$ cat src/rtl/fifo_stream_reader.sv
// Read-side adapter for the synchronous FIFO: turns rd_en/empty/registered dout
// into a valid/ready stream with packet framing via a 2-entry skid buffer.
module fifo_stream_reader #(
  parameter int DWIDTH  = 16,
  parameter int PKT_LEN = 4
) (
  input  logic              clk,
  input  logic              rst,
  input  logic              fifo_empty,
  output logic              fifo_rd_en,
  input  logic [DWIDTH-1:0] fifo_dout,
  output logic              out_valid,
  input  logic              out_ready,
  output logic [DWIDTH-1:0] out_data,
  output logic              out_last
);

  localparam int WCW = (PKT_LEN > 1) ? $clog2(PKT_LEN) : 1;
  localparam logic [WCW-1:0] WCNT_MAX = WCW'(PKT_LEN - 1);

  logic [1:0]        occ_reg, occ_next;
  logic              inflight_reg, inflight_next;
  logic [DWIDTH-1:0] head_reg, head_next;
  logic [DWIDTH-1:0] tail_reg, tail_next;
  logic [WCW-1:0]    wcnt_reg, wcnt_next;

  logic       pop;
  logic [1:0] occ_after;
  logic [1:0] committed;

  always_comb begin
    pop       = (occ_reg != 2'd0) && out_ready;
    occ_after = occ_reg - {1'b0, pop};
    // Words already owned by the buffer once this cycle's pop and capture land.
    committed = occ_after + {1'b0, inflight_reg};

    fifo_rd_en    = !rst && !fifo_empty && (committed < 2'd2);
    inflight_next = fifo_rd_en && !fifo_empty;
    occ_next      = committed;

    head_next = head_reg;
    tail_next = tail_reg;
    if (pop && (occ_reg == 2'd2)) begin
      head_next = tail_reg;
    end
    if (inflight_reg) begin
      if (occ_after == 2'd0) begin
        head_next = fifo_dout;
      end else begin
        tail_next = fifo_dout;
      end
    end

    wcnt_next = wcnt_reg;
    if (pop) begin
      wcnt_next = (wcnt_reg == WCNT_MAX) ? '0 : wcnt_reg + WCW'(1);
    end
  end

  always_ff @(posedge clk or posedge rst) begin
    if (rst) begin
      occ_reg      <= 2'd0;
      inflight_reg <= 1'b0;
      head_reg     <= '0;
      tail_reg     <= '0;
      wcnt_reg     <= '0;
    end else begin
      occ_reg      <= occ_next;
      inflight_reg <= inflight_next;
      head_reg     <= head_next;
      tail_reg     <= tail_next;
      wcnt_reg     <= wcnt_next;
    end
  end

  // Outputs come straight from registers; fifo_dout never reaches them combinationally.
  assign out_valid = (occ_reg != 2'd0);
  assign out_data  = head_reg;
  assign out_last  = out_valid && (wcnt_reg == WCNT_MAX);

endmodule

$ cat config.mk
export PLATFORM = sky130hd
export DESIGN_NAME = fifo_stream_reader
export DESIGN_NICKNAME = d
export VERILOG_FILES = /design/src/rtl/fifo_stream_reader.sv
export SDC_FILE = /design/constraint.sdc
export NUM_CORES = 1
export LEC_CHECK = 0
export CAP_MARGIN = 20
export CORE_MARGIN = 2
export CORE_UTILIZATION = 50
export CTS_BUF_LIST = sky130_fd_sc_hd__clkbuf_8 sky130_fd_sc_hd__clkbuf_16
export CTS_CLUSTER_DIAMETER = 80
export DETAILED_ROUTE_END_ITERATION = 12
export PLACE_DENSITY = 0.84
export SETUP_SLACK_MARGIN = 0.2
export SLEW_MARGIN = 20
export SYNTH_ARGS = -nofsm -noshare
export SYNTH_HDL_FRONTEND = slang
export SYNTH_SLANG_ARGS = --single-unit
$ cat constraint.sdc
create_clock -name clk -period 4.07 [get_ports clk]
set_input_delay 0.814 -clock clk [delete_from_list [all_inputs] [get_ports clk]]
set_output_delay 0.814 -clock clk [all_outputs]
set_load 0.01 [all_outputs]
==> key figures <==
Worst setup path
  – Worst path bufs/invs: 4
  – Crit path kind: in -> out
  – CP max FO: 4
  – Crit-path slowest cell: clkdlybuf4s50_1
  – Worst path arrival time: 2.64 ns
  – Crit-path most repeated cell: inv_1
  – CP cell instances: clkdlybuf4s50_1, o21ai_2, inv_1, ha_2, inv_1, ha_1, xnor2_1, nor3_1, dlymetal6s2s_1
  – Crit path max-delay family: buffers and inverters
  – CP Data Required Time: 3.26 ns
  – Worst setup EP type: output pin
  – Worst path max stage delay: 0.47 ns
  – Crit path launch type: input port

CTS
  – Clock Sinks: 37
  – CTS H-Tree Depth: 2
  – Hold_buf cts: 0
  – CTS clk-pin slew, worst paths: 0.07 ns
  – CTS root buffer: clkbuf_8
  – CTS max path bufs: 2
  – Num CTS Buffers: 5
  – Worst-Skew Late Latency: 0.29 ns
  – # Post-CTS Setup Buffers: 0
  – CTS tree: done

Floorplanning
  – Core area: 0.00331 mm2
  – Initial Util: 0.519
  – Height of the die: 62.6 um
  – Num rows: 21
  – Die width: 62.6 um
  – IO Count: 39
  – Die area: 0.00392 mm2

Layout
  – Layout area overhead: 29.4%
  – Post-Layout Inst Area: 0.00222 mm2
  – Share of layout cells above drive strength 1: 0.417
  – Total Nets Final: 174
  – ANT cells: 0
  – Most frequent cells in the layout: mux2_2, dfrtp_1, clkdlybuf4s50_1
  – Fin cells: 197
  – Commonest non-fill, non-tap cell in the layout: mux2_2

Route
  – Post-DR wirelength/cell: 15.7 um
  – Metal-1 WL: 1340 um
  – Initial DRC count: 22
  – Top Layer Used: met4
  – Via count: 1001
  – Drt drc: 0
  – Vias per cell: 5.08
  – Final wirelength: 3090 um
  – WL met3: 141 um
  – Met2 WL: 1560 um
  – Post-route ant nets: 0
  – First drt pass iteration count: 3

Timing
  – Rel. slew slack: 0.527
  – Max Fclk: 290 MHz
  – Final TNS setup: 0 ns
  – Clock Skew: 0.00344 ns
  – Setup-failing EPs final: 0
  – Fin. Hold Viols: 0
  – Tmin final: 3.45 ns
  – Crit share post-route: 0.848
  – Slew Viols, Final: 0
  – Worst slew pin tran: 0.708 ns
  – Unrepaired setup endpoints after global routing: no

Placed design
  – Gpl congestion: 0.684
  – Dpl cells: 190
  – Placed cell area: 0.00213 mm2
  – Port Buffer Count: 38
  – Post-DP HPWL: 2150 um

Logic synthesis
  – Post-Synthesis Cells: 108
  – Area leader, netlist: dfrtp_1
  – Register area share after synthesis: 0.539
  – Post-synth cell types: 18
  – Post-Syn Area: 0.00172 mm2
  – Top-area cell type share of the netlist area: 0.539
  – Synthesized area per cell: 15.9 um2
  – Main area contributors after synthesis: dfrtp_1, mux2_2, mux2_4
  – Synth warnings: 0
  – Post-synthesis net count: 131
  – Synth Register Bits: 37

Pwr
  – Pwr dens: 785 mW/mm2
  – Power, Total: 1740 uW
  – Max rail drop VDD: 0.445 mV
  – Pleak: 0.000992 uW

Global routing
  – Overall routing resource usage: 0.179
  – GRT Residual Overflow: 0
  – First-pass GRT wire length: 5330 um
  – Initial antenna violation count: 0
  – Largest net degree at the start of global routing: 38
  – Vias in the first global route: 1133

Status
  – Status: finished clean

Worst hold path
  – Worst hold path type: reg -> reg

Job
  – Max Cap Viol: 0
-- synthesized netlist by cell type --
| library cell | n |
|---|---|
| buf_2 | 1 |
| nor3_1 | 3 |
| mux2_2 | 39 |
| buf_6 | 1 |
| dfrtp_1 | 37 |
| or2_2 | 1 |
| and2_1 | 1 |
| xnor2_2 | 1 |
| buf_12 | 1 |
| ha_1 | 3 |
| a21boi_4 | 1 |
| nand3b_4 | 1 |
| xnor2_1 | 1 |
| o21ai_0 | 1 |
| mux2_4 | 10 |
| nand3_2 | 1 |
| inv_1 | 4 |
| a21o_1 | 1 |
-- area by class of cell --
type | instances | area (um2)
flip-flops and latches | 37 | 926
inverters | 4 | 15.0
clock inverters | 1 | 3.75
well taps | 46 | 57.6
repair buffers | 39 | 390
multi-input cells | 64 | 747
clock buffers | 6 | 82.6
fillers | 264 | 1090
-- per-layer routing --
metal	vias to the layer above	global-route usage
met2	26	0.297
met1	501	0.212
met4	0	0.0750
met3	5	0.0595
met5	-	0
li1	469	-
-- kinds of logic (layout without fill, tap and decap cells) --
kind of cell	after synthesis	in the layout	synth area share
xor+xnor	2	2	0.0146
simple gates	7	7	0.0335
mux	49	49	0.343
compound gates	3	3	0.0182
fa+ha+maj	3	3	0.0219
buf+inv	7	50	0.0299
flops	37	37	0.539
-- worst paths after layout --
kind,from,end,depth (start not counted),slack [ns]
worst min register to register,tail_reg[5]$_DFFE_PP0P_,tail_reg[5]$_DFFE_PP0P_,1,0.51
max in group asynchronous,rst,out_data[9]$_DFF_PP0_,3,2.74
worst max register to register,occ_reg[1]$_DFF_PP0_,tail_reg[2]$_DFFE_PP0P_,6,1.79
worst max-delay path,out_ready,fifo_rd_en,9,0.62
worst min-delay path,tail_reg[5]$_DFFE_PP0P_,tail_reg[5]$_DFFE_PP0P_,1,0.51
min in group asynchronous,rst,inflight_reg$_DFF_PP0_,3,1.00
-- metrics by stage --
step,utilization,setup WS (ns),hold WS [ns]
floorplan,-,1.22,0.477
global placement,0.642,0.257,0.486
detailed placement,0.642,0.165,0.496
CTS,0.670,0.272,0.512
global route,0.671,0.535,0.535
finish,0.671,0.617,0.511
-- worst register-to-register path: cells and delay by family (launching register included) --
kind	cells	cell delay [ns]
fa+ha+maj	1	0.18
buf+inv	1	0.07
compound gates	2	0.86
mux	1	0.41
flops	1	0.46
xor+xnor	1	0.18
-- power breakdown --
group | switching, uW | leakage, uW | internal [uW]
Combinational | 284 | 0.000501 | 532
Clock | 123 | 0.0000485 | 132
Sequential | 113 | 0.000442 | 560
-- timing repair --
item	CTS	global route
endpoints found under the setup margin	1	1
endpoints found under the hold margin	0	0
pin swaps	0	0
gates resized for setup	2	2
Power figures use the tool's default switching activity.
